`src/rtl/mem_port_arbiter.sv`:
```
// mem_port_arbiter: shares one fixed-latency single-port memory between fetch and dmem, one access at a time.
// Optional performance counters are built when ARB_PERF_CNT_EN is defined.
module mem_port_arbiter #(
  parameter int BIN_DIG    = 32,
  parameter int MEM_LAT    = 2,
  parameter int STARVE_MAX = 4
) (
  input  logic               CLK,
  input  logic               RST,
  input  logic               flush,
  input  logic               if_req,
  input  logic [BIN_DIG-1:0] if_addr,
  output logic               if_gnt,
  output logic               if_rvalid,
  output logic [BIN_DIG-1:0] if_rdata,
  input  logic               d_req,
  input  logic               d_we,
  input  logic [3:0]         d_be,
  input  logic [BIN_DIG-1:0] d_addr,
  input  logic [BIN_DIG-1:0] d_wdata,
  output logic               d_gnt,
  output logic               d_rvalid,
  output logic [BIN_DIG-1:0] d_rdata,
  output logic               mem_en,
  output logic               mem_we,
  output logic [3:0]         mem_be,
  output logic [BIN_DIG-1:0] mem_addr,
  output logic [BIN_DIG-1:0] mem_wdata,
  input  logic [BIN_DIG-1:0] mem_rdata,
  output logic               stall_fetch,
  output logic               stall_dmem,
  output logic [31:0]        perf_if_cnt,
  output logic [31:0]        perf_d_cnt,
  output logic [31:0]        perf_conf_cnt
);
  typedef enum logic [1:0] {IDLE, BUSY_IF, BUSY_D} state_t;
  state_t state, state_n;
  logic [3:0] lat_cnt, lat_n, starve_cnt;
  logic drop_if, store_q, idle, resp, if_win;
  assign idle = (state == IDLE) & ~RST;
  assign resp = (state != IDLE) & (lat_cnt == 4'(MEM_LAT)) & ~RST;
  // data wins a conflict unless fetch has been starved long enough
  assign if_win = if_req & ~flush & (~d_req | (starve_cnt >= 4'(STARVE_MAX)));
  assign if_gnt = idle & if_win;
  assign d_gnt = idle & d_req & ~if_win;
  assign if_rvalid = resp & (state == BUSY_IF) & ~drop_if & ~flush;
  assign d_rvalid = resp & (state == BUSY_D);
  assign if_rdata = if_rvalid ? mem_rdata : '0;
  assign d_rdata = (d_rvalid & ~store_q) ? mem_rdata : '0;
  assign mem_en = if_gnt | d_gnt;
  assign mem_we = d_gnt & d_we;
  assign mem_be = d_gnt ? d_be : {4{if_gnt}};
  assign mem_addr = d_gnt ? d_addr : if_gnt ? if_addr : '0;
  assign mem_wdata = d_gnt ? d_wdata : '0;
  assign stall_fetch = (if_req & ~if_gnt) | ((state == BUSY_IF) & ~if_rvalid);
  assign stall_dmem = (d_req & ~d_gnt) | ((state == BUSY_D) & ~d_rvalid);
  always_comb begin
    state_n = state;
    lat_n = lat_cnt + 4'd1;
    if (state == IDLE) begin
      state_n = if_gnt ? BUSY_IF : d_gnt ? BUSY_D : IDLE;
      lat_n = 4'd1;
    end else if (lat_cnt == 4'(MEM_LAT)) begin
      state_n = IDLE;
    end
  end
  always_ff @(posedge CLK) begin
    if (RST) begin
      state <= IDLE;
      lat_cnt <= '0;
      starve_cnt <= '0;
      drop_if <= 1'b0;
      store_q <= 1'b0;
    end else begin
      state <= state_n;
      lat_cnt <= lat_n;
      starve_cnt <= (~if_req | if_gnt) ? '0 : (d_gnt && starve_cnt != 4'hF) ? starve_cnt + 4'd1 : starve_cnt;
      drop_if <= (state == BUSY_IF) & ~resp & (drop_if | flush);
      if (d_gnt) store_q <= d_we;
    end
  end
`ifdef ARB_PERF_CNT_EN
  logic [31:0] if_c, d_c, conf_c;
  always_ff @(posedge CLK) begin
    if (RST) begin
      if_c <= '0;
      d_c <= '0;
      conf_c <= '0;
    end else begin
      if_c <= if_c + 32'(if_gnt);
      d_c <= d_c + 32'(d_gnt);
      conf_c <= conf_c + 32'((state == IDLE) & if_req & d_req);
    end
  end
  assign perf_if_cnt = if_c;
  assign perf_d_cnt = d_c;
  assign perf_conf_cnt = conf_c;
`else
  assign perf_if_cnt = '0;
  assign perf_d_cnt = '0;
  assign perf_conf_cnt = '0;
`endif
endmodule

```
`config.mk`:
```
export PLATFORM = sky130hd
export DESIGN_NAME = mem_port_arbiter
export DESIGN_NICKNAME = d
export VERILOG_FILES = /design/src/rtl/mem_port_arbiter.sv
export SDC_FILE = /design/constraint.sdc
export NUM_CORES = 1
export LEC_CHECK = 0
export BUFFER_PORTS_ARGS = -buffer_cell sky130_fd_sc_hd__clkbuf_2
export CAP_MARGIN = 10
export CORE_AREA = 2 2 147 149
export DETAILED_ROUTE_END_ITERATION = 10
export DIE_AREA = 0 0 149 151
export PLACE_DENSITY = 0.5
export SLEW_MARGIN = 20
export SYNTH_ARGS = -nofsm -noshare
export SYNTH_HDL_FRONTEND = slang
export SYNTH_SLANG_ARGS = --single-unit
```
`constraint.sdc`:
```
create_clock -name CLK -period 3.9 [get_ports CLK]
set_clock_uncertainty 0.05 [all_clocks]
set_input_delay 0.78 -clock CLK [delete_from_list [all_inputs] [get_ports CLK]]
set_output_delay 0.78 -clock CLK [all_outputs]
set_load 0.01 [all_outputs]
```
## Word level (Yosys, flattened, before mapping)

Cells that the tools add are included.

- Add/sub/neg operators: 2
- Order comparisons: 1
- Reduce and logical (&&, ||, !) cells: 6
- Bitwise logic cells: 38
- Multiplexer cells: 11
- Equality and inequality tests: 4

Operators with widths:

| kind | count |
|---|---|
| $mux 32 | 5 |
| $and 1x1->1 | 20 |
| $not 1->1 | 12 |
| $add 4x1->4 const B | 2 |
| $mux 2 | 4 |
| $or 1x1->1 | 6 |
| $eq 4x2->1 const B | 1 |
| $ge 4x3->1 const B | 1 |
| $mux 4 | 1 |
| $ne 4x4->1 const B | 1 |
| $reduce_bool 2->1 | 2 |
| $reduce_or 2->1 | 2 |
| $eq 2x1->1 const B | 1 |
| $eq 2x2->1 const B | 1 |
| $logic_not 2->1 | 1 |
| $logic_and 1x1->1 | 1 |
| $mux 1 | 1 |

- Word-level logic and storage cells: 68
- Register bits after elaboration: 12

## Depth between registers and ports, before layout

- Word-level depth: 9
- Gate-level depth with buffers: 7
- Mapped depth without buffers: 6

## Worst setup path after synthesis

Ideal clock, no wire load.

- Path kind: input -> output
- Start: input RST
- End: output d_rdata[10]
- Stages on the path: 6
- Arrival: 2.039 ns
- Path buffers: 2
- Slack: 1.031 ns
- Required time: 3.070 ns
- Path through: buf_6 > nor4b_4 > nor3b_2 > and2b_2 > buf_6 > and2_1

- Word-level cells in the longest chain between the ends: 5

RTL lines:

| element | RTL line | RTL |
|---|---|---|
| start: declaration | 9 | `input logic RST,` |
| $not 1->1 | 41 | `assign resp = (state != IDLE) & (lat_cnt == 4'(MEM_LAT)) & ~RST;` |
| $and 1x1->1 | 41 |  |
| $and 1x1->1 | 47 | `assign d_rvalid = resp & (state == BUSY_D);` |
| net d_rvalid | 22 | `output logic d_rvalid,` |
| $and 1x1->1 | 49 | `assign d_rdata = (d_rvalid & ~store_q) ? mem_rdata : '0;` |
| $mux 32 | 49 |  |
| end: declaration | 23 | `output logic [BIN_DIG-1:0] d_rdata,` |

The timed path passes the listed nets, and every way through them passes these cells.

## Worst setup path in the final report

- Start: input RST
- End: output d_rdata[27]

- Word-level cells in the longest chain between the ends: 5

RTL lines:

| element | RTL line |
|---|---|
| $not 1->1 | 41 |
| $and 1x1->1 | 41 |
| $and 1x1->1 | 47 |
| $and 1x1->1 | 49 |
| $mux 32 | 49 |

No other way between the ends.

==> key figures <==
Yosys
  • Synth top area share: 0.307
  • Sequential element share of the synthesized area: 0.0972
  • Syn_area_per_cell: 7.75 µm²
  • Most frequent cell after synthesis: buf_4
  • Post-Syn Area: 2470 µm²
  • Syn Inst Count: 319
  • Synth cell count leaders: 101 x buf_4, 97 x and2_1, 32 x a22o_1, 12 x dfxtp_1, 9 x nor2_1
  • Synth Warn #: 0
  • Seq cells post-synth: 12
  • Area contributors post-synth: buf_4 31%, and2_1 25%, a22o_1 11%
  • Async SR Flop Fraction: 0
  • Most used DFF post-synth: dfxtp_1
  • Yosys cell types: 39
  • EDFF count, synth: 0
  • Leading area contributor after synthesis: buf_4

Placement
  • DP HPWL: 7830 µm
  • Inst Count DP: 854
  • Placer Congestion: 0.773
  • # port buffers: 277
  • Post-Place Setup Slack: between 600 and 700 ps
  • Placed Area: 3720 µm²

Floorplanning
  • I/O pin cnt: 374
  • Die width: 149 µm
  • Overall die area: 22,500 µm²
  • Starting Density: 0.119
  • DIE HEIGHT: 151 µm
  • Row cnt: 53
  • Core area: between 20,000 and 25,000 µm²

Worst setup path
  • CP Launch Point: RST
  • Crit path launch type: input port
  • Setup crit end kind: primary output
  • Critical Path AT: around 2400 ps
  • FF-to-FF Start: state[0]
  • Kind of critical path: input port to primary output
  • R2R setup slack: 1980 ps
  • Crit path max fanout: 32
  • Worst path required time: around 3000 ps

Job
  • Number of max-cap violations: 0

Final layout
  • Utilization after layout: 0.183
  • Synth-to-Final Area Change: 54.2%
  • Final cell count without fillers: 858
  • # diodes: 0
  • Cell area after layout: 3810 µm²
  • Share of cells above drive strength 1: 0.509
  • Total Nets Final: 725
  • Fillers: 2,379

Detailed routing
  • Residual DRC: 0
  • Avg Vias per Cell: 3.25
  • WL met2: 4910 µm
  • Initial DRT Pass Iterations: 4
  • DR top layer: met4
  • DRT Wirelength: just under 9000 µm
  • Via count: 2,790
  • Per-cell routed wire length: about 10 µm
  • Met3 WL: 935 µm
  • DRT antenna net count: 0
  • Metal-1 WL: 2890 µm
  • First-iteration detailed-routing DRC count: 63

Hold path
  • Hold Startpoint: lat_cnt[0]
  • Hold Path Class: register to register

Timing
  • Final TNS setup: 0 ps
  • Max Clk Rate: 306 MHz
  • Hold_ws: between 400 and 500 ps
  • Final setup margin: between 600 and 700 ps
  • Setup-failing EPs final: 0
  • Fin crit period: 3270 ps
  • Final hold vios: 0
  • Unrepaired setup endpoints after global routing: false
  • Final Max Slew Viols: 0
  • Period utilization: 0.838

GRT
  • Largest net degree at the start of global routing: 71
  • Total global routing overflow: 0
  • First-pass GRT wire length: 11,500 µm
  • Initial antenna violation count: 0
  • Vias in the first global route: about 2,300
  • Total GRT Usage: 0.0648

Clock network
  • Clk buf depth: 2
  • CTS tree: yes
  • Post-CTS setup buffers: 0
  • CTS Hold Buffers Added: 0
  • Clock transition at path regs: 40 ps
  • Clock root buffer: clkbuf_16
  • Post-cts sizing count: 0
  • CTS H-Tree Depth: 1
  • CTS Sinks: 12
  • TritonCTS Buffers: 3
  • Clock latency at the later pin of the worst-skew pair: 240 ps

Power
  • Pleak: 2.28 nW
  • PwrDens: 159 nW/µm²
  • Worst vdd ir: 0.176 mV
  • Final Power: ~0.61 mW

Run status
  • Status: finished clean
## where the power goes
| part | internal (mW) | switching [mW] | total [mW] |
|---|---|---|---|
| Clock | 0.155 | 0.0551 | 0.210 |
| Combinational | 0.116 | 0.149 | 0.264 |
| Sequential | 0.127 | 0.00625 | 0.133 |
| Total | 0.398 | 0.210 | 0.607 |
## worst max-delay path, cell delays in order
cell      delay, ps
clkbuf_2        230
nor4b_4         400
nor3b_2         230
and2b_2         450
and2_1          200
clkbuf_2        130
## routing by layer
| layer | track usage | vias to the layer above |
|---|---|---|
| met1 | 0.0652 | 1183 |
| met3 | 0.0102 | 4 |
| li1 | - | 1383 |
| met4 | 0.00857 | 0 |
| met2 | 0.140 | 220 |
| met5 | 0 | - |
## placed cells by master, fill, tap and decap left out, types with 2 or more instances in the layout
cell       instances
a22o_1            32
nor3_1             4
nor3b_1            2
a21o_1             4
a21oi_1            3
buf_4              3
clkbuf_16          3
and2_1            97
mux2i_1            2
nor4b_4            2
ha_1               3
nor2_1             9
dfxtp_1           12
conb_1            96
clkbuf_2         277
nand3_1            5
xor2_1             2
inv_1              5
## cells by family after synthesis
kind of cell               Yosys count  share of synthesized area
DFF                                 12                     0.0972
and+or+nand+nor                    131                      0.350
adders and majority gates            3                     0.0152
other                                1                    0.00152
AOI/OAI and AO/OA                   46                      0.153
xor gates and xnor gates             3                     0.0106
muxes                                2                    0.00810
buffers and inverters              121                      0.364
## final timing paths
| check | end | depth (start not counted) |
|---|---|---|
| max | d_rdata[27] | 6 |
| min | lat_cnt[0] | 1 |
| max reg2reg | starve_cnt[3] | 6 |
| min reg2reg | lat_cnt[0] | 1 |
## state kept, by name, indices dropped and copies added, names as in the netlist
| name | count |
|---|---|
| store_q | 1 |
| lat_cnt | 4 |
| starve_cnt | 4 |
| state | 2 |
| drop_if | 1 |
## cell type report
class,count,area [µm²],area share
Multi-Input combinational cell,281,1690,0.444
Inverter,5,18.8,0.00492
Clock buffer,4,88.8,0.0233
Tap cell,275,344,0.0903
Timing Repair Buffer,281,1430,0.375
Sequential cell,12,240,0.0630
Power figures use the tool's default switching activity.
